**src/rtl/dp_pkg.sv**
```systemverilog
// rtl/dp_pkg.sv - shared datapath helpers: clog2 and parameter legality checks
package dp_pkg;

    localparam int DP_MIN_WIDTH = 1;
    localparam int DP_MIN_DEPTH = 1;

    function automatic int clog2(input int n);
        int r;
        int m;
        r = 0;
        m = n - 1;
        while (m > 0) begin
            r = r + 1;
            m = m >> 1;
        end
        return (r < 1) ? 1 : r;
    endfunction

    function automatic bit cfg_ok(input int width, input int depth);
        return (width >= DP_MIN_WIDTH) && (depth >= DP_MIN_DEPTH);
    endfunction

endpackage

```
**src/rtl/pipe_stage.sv**
```systemverilog
// rtl/pipe_stage.sv - one pipeline stage: valid bit, data reg, optional parity bit (PIPE_REG_PARITY_EN)
module pipe_stage #(
    parameter int WIDTH = 8
) (
    input  logic             Clk,
    input  logic             Rst,
    input  logic             flush,
    input  logic             load,
    input  logic             v_in,
    input  logic [WIDTH-1:0] d_in,
`ifdef PIPE_REG_PARITY_EN
    input  logic             par_in,
    output logic             par,
`endif
    output logic             v,
    output logic [WIDTH-1:0] data
);

    // Flush only drops the valid bit; data payload is left as-is.
    always_ff @(posedge Clk) begin
        if (Rst) begin
            v    <= 1'b0;
            data <= '0;
        end else if (flush) begin
            v    <= 1'b0;
        end else if (load) begin
            v    <= v_in;
            data <= d_in;
        end
    end

`ifdef PIPE_REG_PARITY_EN
    always_ff @(posedge Clk) begin
        if (Rst) begin
            par <= 1'b0;
        end else if (!flush && load) begin
            par <= par_in;
        end
    end
`endif

endmodule

```
**src/rtl/pipe_reg.sv**
```systemverilog
// rtl/pipe_reg.sv - DEPTH-stage elastic pipeline register with flush and occupancy; parity option PIPE_REG_PARITY_EN
module pipe_reg
    import dp_pkg::*;
#(
    parameter int WIDTH = 8,
    parameter int DEPTH = 2
) (
    input  logic                        Clk,
    input  logic                        Rst,
    input  logic                        flush,
    input  logic                        in_valid,
    output logic                        in_ready,
    input  logic [WIDTH-1:0]            d,
    output logic                        out_valid,
    input  logic                        out_ready,
    output logic [WIDTH-1:0]            q,
    output logic [clog2(DEPTH+1)-1:0]   occupancy
`ifdef PIPE_REG_PARITY_EN
    ,
    output logic                        parity_err
`endif
);

    localparam int OCC_W = clog2(DEPTH + 1);

    if (!cfg_ok(WIDTH, DEPTH)) begin : g_bad_cfg
        $error("pipe_reg: WIDTH and DEPTH must both be >= 1");
    end

    logic [DEPTH-1:0] v;
    logic [DEPTH-1:0] adv;
    logic [WIDTH-1:0] data [DEPTH];
    logic             in_xfer;
    logic             out_xfer;
`ifdef PIPE_REG_PARITY_EN
    logic [DEPTH-1:0] par;
`endif

    // adv[i] is true when any stage at or after i is empty, or the sink drains this cycle.
    always_comb begin
        logic acc;
        acc = out_ready;
        adv = '0;
        for (int i = DEPTH - 1; i >= 0; i--) begin
            acc    = acc | ~v[i];
            adv[i] = acc;
        end
    end

    assign in_ready  = adv[0] & ~flush;
    assign in_xfer   = in_valid & in_ready;
    assign out_valid = v[DEPTH-1];
    assign q         = data[DEPTH-1];
    assign out_xfer  = out_valid & out_ready;

    for (genvar i = 0; i < DEPTH; i++) begin : g_stage
        logic             v_src;
        logic [WIDTH-1:0] d_src;
`ifdef PIPE_REG_PARITY_EN
        logic             p_src;
`endif
        if (i == 0) begin : g_head
            assign v_src = in_valid & ~flush;
            assign d_src = d;
`ifdef PIPE_REG_PARITY_EN
            assign p_src = ^d;
`endif
        end else begin : g_body
            assign v_src = v[i-1];
            assign d_src = data[i-1];
`ifdef PIPE_REG_PARITY_EN
            assign p_src = par[i-1];
`endif
        end

        pipe_stage #(
            .WIDTH(WIDTH)
        ) u_stage (
            .Clk    (Clk),
            .Rst    (Rst),
            .flush  (flush),
            .load   (adv[i]),
            .v_in   (v_src),
            .d_in   (d_src),
`ifdef PIPE_REG_PARITY_EN
            .par_in (p_src),
            .par    (par[i]),
`endif
            .v      (v[i]),
            .data   (data[i])
        );
    end

    always_ff @(posedge Clk) begin
        if (Rst || flush) begin
            occupancy <= '0;
        end else begin
            occupancy <= occupancy + OCC_W'(in_xfer) - OCC_W'(out_xfer);
        end
    end

`ifdef PIPE_REG_PARITY_EN
    // Sticky: survives flush so a corrupted word cannot be hidden by clearing the pipe.
    always_ff @(posedge Clk) begin
        if (Rst) begin
            parity_err <= 1'b0;
        end else if (out_xfer && (^{q, par[DEPTH-1]})) begin
            parity_err <= 1'b1;
        end
    end
`endif

endmodule

```
**config.mk**
```make
export PLATFORM = sky130hd
export DESIGN_NAME = pipe_reg
export DESIGN_NICKNAME = d
export VERILOG_FILES = /design/src/rtl/dp_pkg.sv /design/src/rtl/pipe_stage.sv /design/src/rtl/pipe_reg.sv
export SDC_FILE = /design/constraint.sdc
export NUM_CORES = 1
export LEC_CHECK = 0
export CAP_MARGIN = 40
export CORE_ASPECT_RATIO = 1.5
export CORE_MARGIN = 2
export CORE_UTILIZATION = 30
export CTS_CLUSTER_DIAMETER = 80
export CTS_CLUSTER_SIZE = 40
export DETAILED_ROUTE_END_ITERATION = 8
export PLACE_DENSITY = 0.55
export SLEW_MARGIN = 15
export SYNTH_ARGS = -nofsm -noshare
export SYNTH_HDL_FRONTEND = slang
export SYNTH_HIERARCHICAL = 1
export SYNTH_SLANG_ARGS = --single-unit
```
**constraint.sdc**
```tcl
create_clock -name Clk -period 1.5 [get_ports Clk]
set_input_delay 0.15 -clock Clk [delete_from_list [all_inputs] [get_ports Clk]]
set_output_delay 0.15 -clock Clk [all_outputs]
set_load 0.03 [all_outputs]
```
==> impl.org <==
** Run status
- The flow ran to the end, and the final reports show no timing, DRC or antenna violations.

** Synthesis
- Flip-flop and latch count after synthesis :: 20
- Prevailing post-synth register cell :: dfxtp_1
- Summed over all instances, the cell type with the most area after synthesis is dfxtp_1.
- Main area contributors after synthesis :: dfxtp_1 40%, nand4bb_1 18%, nand2b_1 9.5%
- Net count of the mapped netlist :: between 100 and 150
- The cell area that synthesis handed to floorplanning was roughly 990 um^2.
- Async set-reset flop share out of synthesis :: 0%
- Fraction of post-synthesis cell area in the top cell type by area :: between 40% and 50%
- The share of the Yosys chip area taken by registers is roughly two fifths.
- Mean cell area of the mapped netlist :: around 11 um^2
- Post-synthesis instance total :: 90
- Ranking of synthesized cells by instance count :: 20 x dfxtp_1, 16 x nand4bb_1, 15 x nand2b_1
- Most repeated cell in the gate-level netlist after synthesis :: dfxtp_1
- The synthesized netlist contains 19 unique library cells.
- Yosys mapped a number of flops with a built-in enable equal to 0.
- Number of warning messages in the yosys log :: 6

** Floorplan
- Area of the core region :: 3160 um^2
- In this run the horizontal extent of the chip is between 50 and 60 um.
- Row generation in the floorplan step produced 25 rows.
- Measured along the y axis, the die boundary spans approximately 74 um.
- Die Area :: around 3800 um^2
- For this configuration, the core starts out at a cell density of a little under a third.
- I/O Pins :: 25

** Setup path
- On the worst path, the slowest cell contributes a delay of 0.68 ns.
- STA puts the critical path data required time at 1.35 ns.
- The critical path is of the flop to primary output type.
- Of all nets on the critical path, the largest fanout is 2.
- Cell family contributing the most delay on the critical path :: buffers and inverters
- Type of element capturing the critical path :: primary output
- STA classifies the critical path startpoint as a flop.
- Traced cell by cell, the critical path runs through clkdlybuf4s50_1.
- Data arrives at the worst endpoint at roughly 1.3 ns.
- CP max-delay cell :: clkdlybuf4s50_1
- Crit path buf inv count :: 1

** Pwr
- Highest ir drop seen on vdd :: ~0.00037 V
- For this design the ratio of total power to cell area is about 800 nW/um^2.
- Leakage component of the power :: approximately 0.52 nW

** Timing
- In the final timing run, aggregate negative setup slack is 0 ns.
- Timing would allow up to 700 MHz.
- Slew at the pin closest to its max-slew limit :: around 0.32 ns
- Slew Limit Fails :: 0
- Setup violations remaining at the end of the flow were counted as 0.
- Setup repair after global routing could not meet its margin everywhere.
- The final count of hold timing violations is 0.
- Setup skew after layout :: a little under 0.0009 ns
- The tightest hold path in the finished design has a slack of around 0.34 ns.
- Shortest period the worst path allows :: ~1.4 ns
- After layout, the worst path uses 95.3% of the clock period.
- The worst pin sits at a relative slew slack of slightly below 80%.

** Route
- In this run, the number of DRC markers left after iteration 0 of detailed routing was 10.
- Routed len/inst :: roughly 11 um
- For this block, the routed nets add up to between 1.5 and 2 mm of wire.
- Ratio of routed vias to standard cells :: 4.63
- Residual DRC :: 0
- Number of vias after detailed routing :: 727
- The first TritonRoute pass finished after 4 iterations.
- Once detail routing completed, the nets flagged for antenna violations numbered 0.

** Final layout
- Final layout net count :: around 130
- Layout cell share with drive strength beyond 1 :: roughly 15%
- From synthesis to final layout, the design area changed by 34.1%.
- The number of antenna diodes in the final layout is 0.

** Clock tree
- After clock tree synthesis, the repair step resized 0 gates.
- Clock tree synthesis selected as its root buffer the cell clkbuf_8.
- Clock latency on the worst-skew pair, taken at its later pin, is ~0.25 ns.
- In this run the number of H-tree levels came out at 1.
- Clock tree synthesis found a total of 20 sinks.
- Clock tree synthesis inserted a total of 3 buffers.
- Hold_buf cts :: 0
- Clock slew at reported path FFs :: approximately 0.070 ns
- Number of buffers on the longest clock path :: 2
- Number of buffers inserted to repair setup after CTS :: 0
- CTS tree :: done

** Min path
- The worst hold path belongs to the class input port to flop.

** Placed design
- Count of port buffers added during placement :: 24
- DP Wirelength :: around 1.3 mm
- Final weighted congestion in routability-driven placement :: ~0.7

** Flow run
- Max-cap violations in this run came to 0.

** Global routing
- Number of antenna violations at the first check in global routing :: 0
- Pin count of the biggest net entering global routing :: 37
- The number of global-route vias before repair is roughly 630.
- Congestion Overflow GR :: 0
- In the global route stage, overall resource usage came out at 9.68%.
- The first global-routing pass estimated roughly 2.8 mm of wire.
[cell type report]
class	instances	area [um^2]
multi-input cells	65	544
flip-flops and latches	20	402
fillers	315	1830
clock buffers	3	41.3
well taps	40	50.0
inverters	1	3.75
repair buffers	28	288
[report_power, final]
part | leakage [nW] | switching, mW | total (mW) | internal [mW]
registers | 0.164 | 0.0134 | 0.567 | 0.553
clock network | 0.0216 | 0.153 | 0.331 | 0.178
logic | 0.337 | 0.0711 | 0.164 | 0.0928
total | 0.522 | 0.237 | 1.06 | 0.824
[logic make-up after synthesis]
kind of cell / count (synthesis) / synth area share [%]
simple gates: 44 / 39.0
flops: 20 / 40.4
compound gates: 16 / 8.84
buf+inv: 5 / 4.92
mux: 2 / 2.02
fa+ha+maj: 2 / 2.52
xor+xnor: 1 / 2.27
[flip-flops by register name, summed over array words and instances, names as in the netlist]
signal	flops
g_stage.u_stage/data	16
g_stage.u_stage/v	2
occupancy	2
[routing by layer]
layer	up-vias	share of wire, %	track usage (%)
met5	-	0	0
met4	0	1.3	5.41
met3	2	4.6	1.20
met2	24	51	16.3
met1	323	43	11.9
li1	378	-	-
[worst paths after layout]
path / cells after the start / slack, ns / startpoint / to
hold reg to reg: 2 / 0.46 / g_stage[1].u_stage/data[1]$_SDFFE_PP0P_ / g_stage[1].u_stage/data[1]$_SDFFE_PP0P_
setup reg to reg: 6 / 0.14 / g_stage[1].u_stage/v$_SDFFE_PP0P_ / occupancy[1]$_SDFF_PP0_
hold / removal: 4 / 0.34 / flush / g_stage[0].u_stage/v$_SDFFE_PP0P_
setup / recovery: 1 / 0.07 / occupancy[1]$_SDFF_PP0_ / occupancy[1]
[through the flow]
step                      setup WS, ns  utilization (%)  instances  power (mW)  instance area, um^2
after detailed placement        -0.218             40.4        154       0.745                 1280
after floorplan                 0.0845                -         90       0.666                  992
after global routing           -0.0164             42.1        157        1.11                 1330
after global placement          -0.185             40.4        154       0.741                 1280
final                           0.0711             42.1        157        1.06                 1330
after CTS                       0.0287             41.7        157        1.08                 1320
[cells in the final DEF (no fill, tap or decap), drive strengths merged, types with 2 or more instances in the layout]
cell	n
buf	5
clkbuf	3
clkdlybuf4s50	20
dfxtp	20
dlymetal6s2s	3
ha	2
mux2i	2
nand2b	17
nand4bb	16
nor2b	4
nor3	3
o21ai	16
(Power assumes the default switching activity.)
